**src/rtl/board_pkg.sv**
```systemverilog
// Shared constants, encodings and types for the board state write path.
package board_pkg;

  localparam int unsigned NUM_SQUARES = 32;
  localparam int unsigned ADDR_W      = 5;
  localparam int unsigned DATA_W      = 8;

  // Icon codes stored in the board state RAM.
  localparam logic [DATA_W-1:0] PIECE_EMPTY      = 8'h00;
  localparam logic [DATA_W-1:0] PIECE_RED_MAN    = 8'h01;
  localparam logic [DATA_W-1:0] PIECE_BLACK_MAN  = 8'h02;
  localparam logic [DATA_W-1:0] PIECE_RED_KING   = 8'h03;
  localparam logic [DATA_W-1:0] PIECE_BLACK_KING = 8'h04;

  // Opening layout: black occupies the top three rows, red the bottom three.
  localparam int unsigned INIT_BLACK_END = 12;
  localparam int unsigned INIT_RED_START = 20;

  typedef enum logic [1:0] {
    OP_NOP   = 2'b00,
    OP_MOVE  = 2'b01,
    OP_INIT  = 2'b10,
    OP_CLEAR = 2'b11
  } cmd_op_e;

  typedef enum logic [2:0] {
    ST_IDLE   = 3'd0,
    ST_FILL   = 3'd1,
    ST_MV_DST = 3'd2,
    ST_MV_SRC = 3'd3,
    ST_MV_CAP = 3'd4,
    ST_DONE   = 3'd5
  } state_e;

  // Command fields captured at acceptance.
  typedef struct packed {
    cmd_op_e             op;
    logic [ADDR_W-1:0]   src;
    logic [ADDR_W-1:0]   dst;
    logic [ADDR_W-1:0]   cap;
    logic                cap_en;
    logic [DATA_W-1:0]   piece;
  } cmd_t;

endpackage

```
**src/rtl/board_init_layout.sv**
```systemverilog
// Maps a square index to the piece code it holds in the opening position.
module board_init_layout
  import board_pkg::*;
(
  input  logic [ADDR_W-1:0] square,
  output logic [DATA_W-1:0] piece_c
);

  // Three-band lookup: black men, empty middle, red men.
  always_comb begin
    piece_c = PIECE_EMPTY;
    if (square < ADDR_W'(INIT_BLACK_END)) begin
      piece_c = PIECE_BLACK_MAN;
    end else if (square >= ADDR_W'(INIT_RED_START)) begin
      piece_c = PIECE_RED_MAN;
    end
  end

endmodule

```
**src/rtl/board_state_sequencer.sv**
```systemverilog
// Expands whole-board commands into RAM write bursts and arbitrates the
// RAM write port against single-square host writes.
module board_state_sequencer
  import board_pkg::*;
(
  input  logic              clk,
  input  logic              reset,
  input  logic              cmd_valid,
  output logic              cmd_ready,
  input  logic [1:0]        cmd_op,
  input  logic [ADDR_W-1:0] cmd_src,
  input  logic [ADDR_W-1:0] cmd_dst,
  input  logic [ADDR_W-1:0] cmd_cap,
  input  logic              cmd_cap_en,
  input  logic [DATA_W-1:0] cmd_piece,
  input  logic              host_we,
  input  logic [ADDR_W-1:0] host_addr,
  input  logic [DATA_W-1:0] host_data,
  output logic              host_ack,
  output logic              ram_we,
  output logic [ADDR_W-1:0] ram_addr,
  output logic [DATA_W-1:0] ram_din,
  output logic              busy,
  output logic              done
);

  state_e            state, state_next;
  cmd_t              cmd_q, cmd_d;
  logic [ADDR_W-1:0] cnt_q, cnt_d;
  logic [DATA_W-1:0] init_piece_c;
  logic              accept_c;

  logic              we_d;
  logic [ADDR_W-1:0] addr_d;
  logic [DATA_W-1:0] din_d;
  logic              ack_d;
  logic              ready_d;
  logic              busy_d;
  logic              done_d;

  assign accept_c = cmd_valid && cmd_ready;

  board_init_layout u_layout (
    .square  (cnt_q),
    .piece_c (init_piece_c)
  );

  // Next-state, next-write and handshake decode.
  always_comb begin
    state_next = state;
    cmd_d      = cmd_q;
    cnt_d      = cnt_q;
    we_d       = 1'b0;
    addr_d     = '0;
    din_d      = '0;
    ack_d      = 1'b0;

    case (state)
      ST_IDLE: begin
        if (accept_c) begin
          cmd_d.op     = cmd_op_e'(cmd_op);
          cmd_d.src    = cmd_src;
          cmd_d.dst    = cmd_dst;
          cmd_d.cap    = cmd_cap;
          cmd_d.cap_en = cmd_cap_en;
          cmd_d.piece  = cmd_piece;
          cnt_d        = '0;
          case (cmd_op)
            OP_NOP:  state_next = ST_DONE;
            OP_MOVE: state_next = ST_MV_DST;
            default: state_next = ST_FILL;
          endcase
        end else if (host_we && !host_ack) begin
          // host_ack blocks a second grant while the host still holds host_we
          we_d   = 1'b1;
          addr_d = host_addr;
          din_d  = host_data;
          ack_d  = 1'b1;
        end
      end

      ST_FILL: begin
        we_d   = 1'b1;
        addr_d = cnt_q;
        din_d  = (cmd_q.op == OP_INIT) ? init_piece_c : PIECE_EMPTY;
        cnt_d  = ADDR_W'(cnt_q + 1'b1);
        if (cnt_q == ADDR_W'(NUM_SQUARES - 1)) begin
          state_next = ST_DONE;
        end
      end

      ST_MV_DST: begin
        we_d       = 1'b1;
        addr_d     = cmd_q.dst;
        din_d      = cmd_q.piece;
        state_next = ST_MV_SRC;
      end

      ST_MV_SRC: begin
        we_d       = 1'b1;
        addr_d     = cmd_q.src;
        din_d      = PIECE_EMPTY;
        state_next = cmd_q.cap_en ? ST_MV_CAP : ST_DONE;
      end

      ST_MV_CAP: begin
        we_d       = 1'b1;
        addr_d     = cmd_q.cap;
        din_d      = PIECE_EMPTY;
        state_next = ST_DONE;
      end

      ST_DONE: begin
        state_next = ST_IDLE;
      end

      default: begin
        state_next = ST_IDLE;
      end
    endcase

    // Ready only once IDLE has been held for a full cycle, so it trails done.
    ready_d = (state == ST_IDLE) && (state_next == ST_IDLE);
    busy_d  = (state != ST_IDLE);
    done_d  = (state == ST_DONE);
  end

  // State, command capture and registered outputs.
  always_ff @(posedge clk) begin
    if (reset) begin
      state     <= ST_IDLE;
      cmd_q     <= '0;
      cnt_q     <= '0;
      ram_we    <= 1'b0;
      ram_addr  <= '0;
      ram_din   <= '0;
      host_ack  <= 1'b0;
      cmd_ready <= 1'b1;
      busy      <= 1'b0;
      done      <= 1'b0;
    end else begin
      state     <= state_next;
      cmd_q     <= cmd_d;
      cnt_q     <= cnt_d;
      ram_we    <= we_d;
      ram_addr  <= addr_d;
      ram_din   <= din_d;
      host_ack  <= ack_d;
      cmd_ready <= ready_d;
      busy      <= busy_d;
      done      <= done_d;
    end
  end

endmodule
```
**config.mk**
```make
export PLATFORM = sky130hd
export DESIGN_NAME = board_state_sequencer
export DESIGN_NICKNAME = d
export VERILOG_FILES = /design/src/rtl/board_pkg.sv /design/src/rtl/board_init_layout.sv /design/src/rtl/board_state_sequencer.sv
export SDC_FILE = /design/constraint.sdc
export NUM_CORES = 1
export LEC_CHECK = 0
export ABC_AREA = 0
export BUFFER_PORTS_ARGS = -buffer_cell sky130_fd_sc_hd__buf_2
export CORE_MARGIN = 1
export CORE_UTILIZATION = 40
export DETAILED_ROUTE_END_ITERATION = 6
export GPL_TIMING_DRIVEN = 0
export PLACE_DENSITY_LB_ADDON = 0.05
export SKIP_LAST_GASP = 1
export SYNTH_ARGS = -nofsm -noshare
export SYNTH_HDL_FRONTEND = slang
export SYNTH_SLANG_ARGS = --single-unit
```
**constraint.sdc**
```tcl
create_clock -name clk -period 2.5 [get_ports clk]
set_input_delay 0.375 -clock clk [delete_from_list [all_inputs] [get_ports clk]]
set_output_delay 0.375 -clock clk [all_outputs]
set_load 0.03 [all_outputs]
```
==> out/metrics.sh, run 1 <==
MAXSLEWVIOLCOUNT=0
PLACEMENTROWS=27
NETLIST_INSTANCES=268
MULTI_INPUT_COMBINATIONAL_CELL_AREA_SQ_MM=0.00114
CRIT_PATH_MAX_FANOUT=10
CP.REQUIRED_PS=2730
FIN_HOLD_WS_PS=303
SYNTHDISTINCTLIBCELLS=42
POST_ROUTE_CELLS_DRIVE_ABOVE_1_SHARE_PCT=26.5
FMAX_MHz=629
POST-SYNTH-TOP-AREA-CELL='sky130_fd_sc_hd__dfxtp_1'
YS_SEQ_ELEMENTS=52
POST_SYNTH.CELL_AREA_AVG_SQ_UM=8.63
FINAL.PERIOD_UTILIZATION_PCT=63.6
CLKLATENCYLATEPIN_PS=310
GRT_UTIL_ALL_LAYERS_PCT=22.6
GRT_SETUP_UNREPAIRED='no'
SYN-NUM-NETS=313
DESIGN_POWER_TOTAL_mW=2.06
TIMING_WORST_SLEW_PIN_VALUE_PS=532
YOSYSMOSTFREQUENTCELL='sky130_fd_sc_hd__dfxtp_1'
CRIT_PATH_DAT_PS=1820
CP_ENDPOINT_KIND='register'
HOLD_REMOVAL_PATH_CLASS='in2reg'
CLK_PATH_BUF_DEPTH=2
FIRST_GLOBAL_VIAS=2070
CTS_RESIZED=0
YS_TOP_CELLS_BY_COUNT='sky130_fd_sc_hd__dfxtp_1, sky130_fd_sc_hd__a21oi_1, sky130_fd_sc_hd__nand3_1'
SYNTH_EDF_COUNT=0
RUN_STATUS='completed'
ANTENNA_VIOLATING_NETS_POST_ROUTE=0
SETUP.REG_TO_REG.WORST_SLACK_PS=910
NUM_VIAS=2218
CLK_ROOT_BUFFER_CELL='sky130_fd_sc_hd__clkbuf_8'
R2R-START='host_ack$_SDFF_PP0_'
AREA.SEQUENTIAL_SQ_MM=0.00104
WORST_SLEW_MARGIN_REL_PCT=64.6
CP_STARTPOINT_KIND='register'
TIME_THE_FINAL_WORST_PATH_NEEDS_WITH_I_O_DELAYS_AND_SETUP_PS=1590
CTS_HOLD_BUF=0
PEAKVDDDROP_mV=0.295
CRIT_PATH_START='host_ack$_SDFF_PP0_'
FINAL_CELLS=408
TRITONCTS='built'
HP-START='cmd_dst[1]'
CLKSLEWWORSTSETUPHOLDPATHS_PS=90
POWER_LEAKAGE_nW=1.10
FINALHOLDVIOLCOUNT=0
MAXIMUM_NUMBER_OF_PINS_ON_ONE_NET_BEFORE_GLOBAL_ROUTE_REPAIR=17
CLOCK_SKEW_PS=8.05
CTS.SINKS=52
DESIGN.PORTCOUNT=61
DIODES=0
YOSYSSEQAREASHARE_PCT=45.0
CTS-HTREE-LEVELS=2
DIE_HEIGHT_UM=78.1
ROUTED_WL_MM=6.46
PORT-BUFFER-COUNT=60
FILLERINSTANCES=597
FINALWEIGHTEDCONGESTION=0.848
INITIALDRTVIOLATIONCOUNT=142
DIE_AREA_SQ_MM=0.00609
FINAL_CORE_UTIL_PCT=50.8
COREAREA_SQ_MM=0.00554
FIN_SETUP_TNS_PS=0
FIN_NETS=380
YS_ASYNC_SR_FRACTION_PCT=0
FINAL-SETUP-VIOL-COUNT=0
INITIAL_CORE_UTIL_PCT=41.8
ROUTED_VIA_DENSITY=5.44
TOTAL_STANDARD_CELL_AREA_AFTER_SYNTHESIS_SQ_MM=0.00231
POST_CTS_SETUP_BUFFERS=0
AREAGROWTHSYNTHTOFINISH_PCT=21.7
PLACEDCELLCOUNT=400
FP.DIEW_UM=78.1
DRCVIOLATIONCOUNT=0
FIRSTDRTPASSITERS=4
P_PER_AREA_mW_PER_MM2=731
DP_HPWL_MM=4.67
YOSYS_WARNINGS=0
CRITICAL_PATH_CLASS='reg2reg'
CTS_MADE_BUFFERS=5
GRT_PASS1_WL_MM=10.5
ANTENNA_VIOLATIONS_BEFORE_REPAIR=0
GRT_OVERFLOW_TOTAL=0
MAX-CAP-VIOLATIONS=0
YS.FLOP_TYPE='sky130_fd_sc_hd__dfxtp_1'
NETLIST.AREA_LEADER.SHARE_PCT=45.0
ROUTEDWLPERCELL_UM=15.8
NETLIST_TOP_CELLS_AREA='sky130_fd_sc_hd__dfxtp_1, sky130_fd_sc_hd__a21oi_1, sky130_fd_sc_hd__nand3_1'
cell usage in the layout (no fill, tap or decap), types with 2 or more instances in the layout:
cell / count
sky130_fd_sc_hd__nand3b_1: 4
sky130_fd_sc_hd__o211ai_1: 2
sky130_fd_sc_hd__nand2b_1: 3
sky130_fd_sc_hd__o21ai_0: 25
sky130_fd_sc_hd__clkbuf_8: 5
sky130_fd_sc_hd__nor2_1: 5
sky130_fd_sc_hd__buf_2: 68
sky130_fd_sc_hd__buf_6: 2
sky130_fd_sc_hd__a31oi_1: 7
sky130_fd_sc_hd__nand3_1: 31
sky130_fd_sc_hd__ha_1: 2
sky130_fd_sc_hd__nor4bb_1: 3
sky130_fd_sc_hd__a21o_1: 2
sky130_fd_sc_hd__mux2_2: 5
sky130_fd_sc_hd__dfxtp_1: 52
sky130_fd_sc_hd__a311oi_1: 2
sky130_fd_sc_hd__nor3b_4: 2
sky130_fd_sc_hd__nand2_1: 14
sky130_fd_sc_hd__o21ai_1: 4
sky130_fd_sc_hd__a21oi_1: 43
sky130_fd_sc_hd__clkbuf_1: 10
sky130_fd_sc_hd__nand4_1: 13
sky130_fd_sc_hd__nor2b_1: 5
sky130_fd_sc_hd__buf_4: 2
sky130_fd_sc_hd__buf_1: 4
state kept, by name, indices dropped and copies added (netlist names), 3 cells and up:
name	cells
ram_din	8
state	3
cnt_q	5
ram_addr	5
cmd_q	26
critical path, cell delays in order, from the launching register on:
cell and delay [ps]:
sky130_fd_sc_hd__dfxtp_1 330, sky130_fd_sc_hd__nor2b_1 360, sky130_fd_sc_hd__clkbuf_1 440, sky130_fd_sc_hd__nand4_1 150
sky130_fd_sc_hd__a21oi_1 230
final cells by class:
type / count / share of cell area, %
clock buffers: 5 / 2.44
plain buffers: 26 / 4.62
repair buffers: 60 / 10.7
flip-flops and latches: 52 / 37.0
inverters: 1 / 0.133
well taps: 72 / 3.20
multi-input cells: 189 / 40.4
clock inverters: 3 / 1.51
where the power goes:
part,switching [mW],internal [mW]
Clock,0.280,0.296
Sequential,0.0416,0.903
Combinational,0.354,0.183
layer usage:
metal	wire, um	global-route usage, %
met1	3010	31.3
met2	2990	35.4
met3	372	4.53
met4	80	7.04
met5	0	0
final timing paths:
path                            depth (start not counted)                endpoint
worst max register to register                          4  ram_addr[3]$_SDFF_PP0_
worst min register to register                          2   ram_din[2]$_SDFF_PP0_
worst max-delay path                                    4  ram_addr[3]$_SDFF_PP0_
worst min-delay path                                    3  cmd_q[15]$_SDFFE_PP0P_
stage by stage:
stage | worst slack, ps | area [sq um]
finish | 911 | 2820
global route | 797 | 2820
CTS | 924 | 2820
detailed placement | 800 | 2700
global placement | 784 | 2700
floorplan | 1080 | 2310
logic make-up after synthesis:
family / Yosys count / share of synthesized area [%]
buffers and inverters: 27 / 5.79
flip-flops: 52 / 45.0
multiplexers: 5 / 2.43
AO/OA/AOI/OAI: 92 / 22.1
adder cells (fa/ha/maj): 2 / 1.08
AND/OR/NAND/NOR: 90 / 23.6
Power figures use the tool's default switching activity.
==> inputs of run 2 (changes only) <==
Clock period 2.5 ns to 1.42 ns, I/O delays scaled along.
==> run 2 against run 1 <==
Net effect:
- global-route usage about the same
- core utilization grew 1.2 points
- worst hold slack got worse by 150 ps
- maximum frequency increased by 14%
- first-iteration DRC count down 20%
- clock-buffer cell count up 1
- highest routed layer unchanged
==> out/metrics.sh, run 2 (synthesis results as in run 1) <==
RUN_STATUS='completed'
ROUTED_VIA_DENSITY=5.53  # +1.8%
CRITICAL_PATH.TOP_DELAY_FAMILY='simple AND/OR/NAND/NOR gates'
FIRST_GLOBAL_VIAS=2104  # +1.6%
DIE_AREA_SQ_MM=0.00609  # unchanged
CRIT_PATH_MAX_FANOUT=10  # unchanged
NUM_VIAS=2269  # +2.3%
P_PER_AREA_mW_PER_MM2=1220  # +66%
TIME_THE_FINAL_WORST_PATH_NEEDS_WITH_I_O_DELAYS_AND_SETUP_PS=1400  # -193 ps
CP_ENDPOINT_KIND='register'
CRITICAL_PATH.SLOWEST_CELL='sky130_fd_sc_hd__or3_4'
DESIGN_POWER_TOTAL_mW=3.50  # +70%
CLKSLEWWORSTSETUPHOLDPATHS_PS=90  # about the same
AREAGROWTHSYNTHTOFINISH_PCT=24.4
MAX-CAP-VIOLATIONS=0  # unchanged
FILLERINSTANCES=567  # -5.0%
FMAX_MHz=716  # +14%
MAX_FFS_PER_REGISTER=26  # unchanged
FINALHOLDVIOLCOUNT=0  # unchanged
FIN_NETS=383  # +0.79%
CP.REQUIRED_PS=1590  # -1140 ps
CLK_ROOT_BUFFER_CELL='sky130_fd_sc_hd__clkbuf_8'
ROUTEDWLPERCELL_UM=16.0  # +1.0%
GRT_UTIL_ALL_LAYERS_PCT=22.7  # about the same
MAX_FLOP_REGISTER='cmd_q'
CLKLATENCYLATEPIN_PS=300  # about the same
GRT_PASS1_WL_MM=10.7  # +1.5%
CPPEAKSTAGEDELAY_PS=410  # -30 ps
ROUTED_WL_MM=6.56  # +1.5%
COREAREA_SQ_MM=0.00554  # unchanged
HOLD_REMOVAL_PATH_CLASS='in2reg'
CRIT_PATH_DAT_PS=1560  # -260 ps
FINAL-SETUP-VIOL-COUNT=0  # unchanged
WORST_SLEW_MARGIN_REL_PCT=61.5  # -3.1 points
FIRSTDRTPASSITERS=4  # unchanged
DIE_HEIGHT_UM=78.1  # unchanged
TIMING.CRITICAL_PATH.CELLS='or3_4, buf_4, o211ai_1, a21oi_1'
TIMING_WORST_SLEW_PIN_VALUE_PS=578  # +46.1 ps
PEAKVDDDROP_mV=0.498  # +69%
MAXSLEWVIOLCOUNT=0  # unchanged
ANTENNA_VIOLATING_NETS_POST_ROUTE=0  # unchanged
MAXIMUM_NUMBER_OF_PINS_ON_ONE_NET_BEFORE_GLOBAL_ROUTE_REPAIR=15  # -2
FINAL.PERIOD_UTILIZATION_PCT=98.3  # +35 points
CTS-HTREE-LEVELS=2  # unchanged
FINAL_CELL_MIX='sky130_fd_sc_hd__buf_2, sky130_fd_sc_hd__dfxtp_1, sky130_fd_sc_hd__a21oi_1'
LAYOUT.CELLS.MOST_COMMON='sky130_fd_sc_hd__buf_2'
PORT-BUFFER-COUNT=60  # unchanged
ANTENNA_VIOLATIONS_BEFORE_REPAIR=0  # unchanged
GRT_OVERFLOW_TOTAL=0  # unchanged
CTS.SINKS=52  # unchanged
TRITONCTS='built'
DIODES=0  # unchanged
DRCVIOLATIONCOUNT=0  # unchanged
INITIAL_CORE_UTIL_PCT=41.8  # unchanged
PLACEMENTROWS=27  # unchanged
FINAL_CORE_UTIL_PCT=52.0  # +1.2 points
CRITICAL_PATH_CLASS='reg2reg'
CP_STARTPOINT_KIND='register'
CLOCK_SKEW_PS=5.81  # -2.24 ps
POST_ROUTE_CELLS_DRIVE_ABOVE_1_SHARE_PCT=32.5  # +6.1 points
TIMING.CRITICAL_PATH.BUF_INV=1  # unchanged
INITIALDRTVIOLATIONCOUNT=113  # -20%
CTS_MADE_BUFFERS=5  # unchanged
POWER_LEAKAGE_nW=1.15  # +4.4%
CLK_PATH_BUF_DEPTH=2  # unchanged
REG.LARGEST.LIST='cmd_q: 26 flops, ram_din: 8 flops'
DP_HPWL_MM=4.66  # -0.19%
DESIGN.PORTCOUNT=61  # unchanged
GRT_SETUP_UNREPAIRED='yes'
FP.DIEW_UM=78.1  # unchanged
FINALWEIGHTEDCONGESTION=0.809  # -4.6%
-- run 2: layout make-up --
class | count | area [sq um] | area share, %
multi-input cells | 189 | 1160 | 40.3
flip-flops and latches | 52 | 1050 | 36.3
repair buffers | 64 | 332 | 11.5
plain buffers | 25 | 169 | 5.87
well taps | 72 | 90.1 | 3.13
clock buffers | 6 | 72.6 | 2.52
clock inverters | 1 | 5.00 | 0.174
inverters | 1 | 3.75 | 0.130
-- run 2: worst paths after layout --
path | from | endpoint | slack (ps) | depth (start not counted)
hold reg to reg | cmd_q[3]$_SDFFE_PP0P_ | ram_din[3]$_SDFF_PP0_ | 460 | 2
hold / removal | cmd_piece[6] | cmd_q[6]$_SDFFE_PP0P_ | 150 | 3
setup reg to reg | state[0]$_SDFF_PP0_ | cnt_q[4]$_SDFFE_PP0P_ | 20 | 4
setup / recovery | state[0]$_SDFF_PP0_ | cnt_q[4]$_SDFFE_PP0P_ | 20 | 4
-- run 2: through the flow --
stage               hold WS, ps  instances  instance area [sq um]  TNS (ps)  setup WS (ps)
finish                      153        410                   2880         0           24.1
global placement            445        400                   2710     -2810           -182
floorplan                   361        268                   2320         0            111
detailed placement          445        400                   2710     -3120           -182
global route                147        410                   2880      -127          -23.0
CTS                         145        409                   2840         0           2.44
-- run 2: worst register-to-register path, stage by stage (launching register included) --
cell and delay [ps]:
sky130_fd_sc_hd__dfxtp_2 370, sky130_fd_sc_hd__or3_4 410, sky130_fd_sc_hd__buf_4 200, sky130_fd_sc_hd__o211ai_1 190
sky130_fd_sc_hd__a21oi_1 90
-- run 2: power by group --
| part | internal (mW) | switching [mW] |
|---|---|---|
| registers | 1.59 | 0.0779 |
| logic | 0.389 | 0.638 |
| clock network | 0.337 | 0.466 |
-- run 2: timing repair --
item / in CTS / in global routing
setup endpoints to repair: 45 / 40
cloned: 0 / 1
gates resized for setup: 14 / 38
setup buffers: 2 / 1
pin swaps: 1 / 3
hold buffers: 0 / 0
-- run 2: metal layers --
| metal | wire (um) | GRT usage, % |
|---|---|---|
| met5 | 0 | 0 |
| met1 | 3230 | 32.5 |
| met2 | 2870 | 33.9 |
| met3 | 337 | 4.53 |
| met4 | 116 | 7.22 |
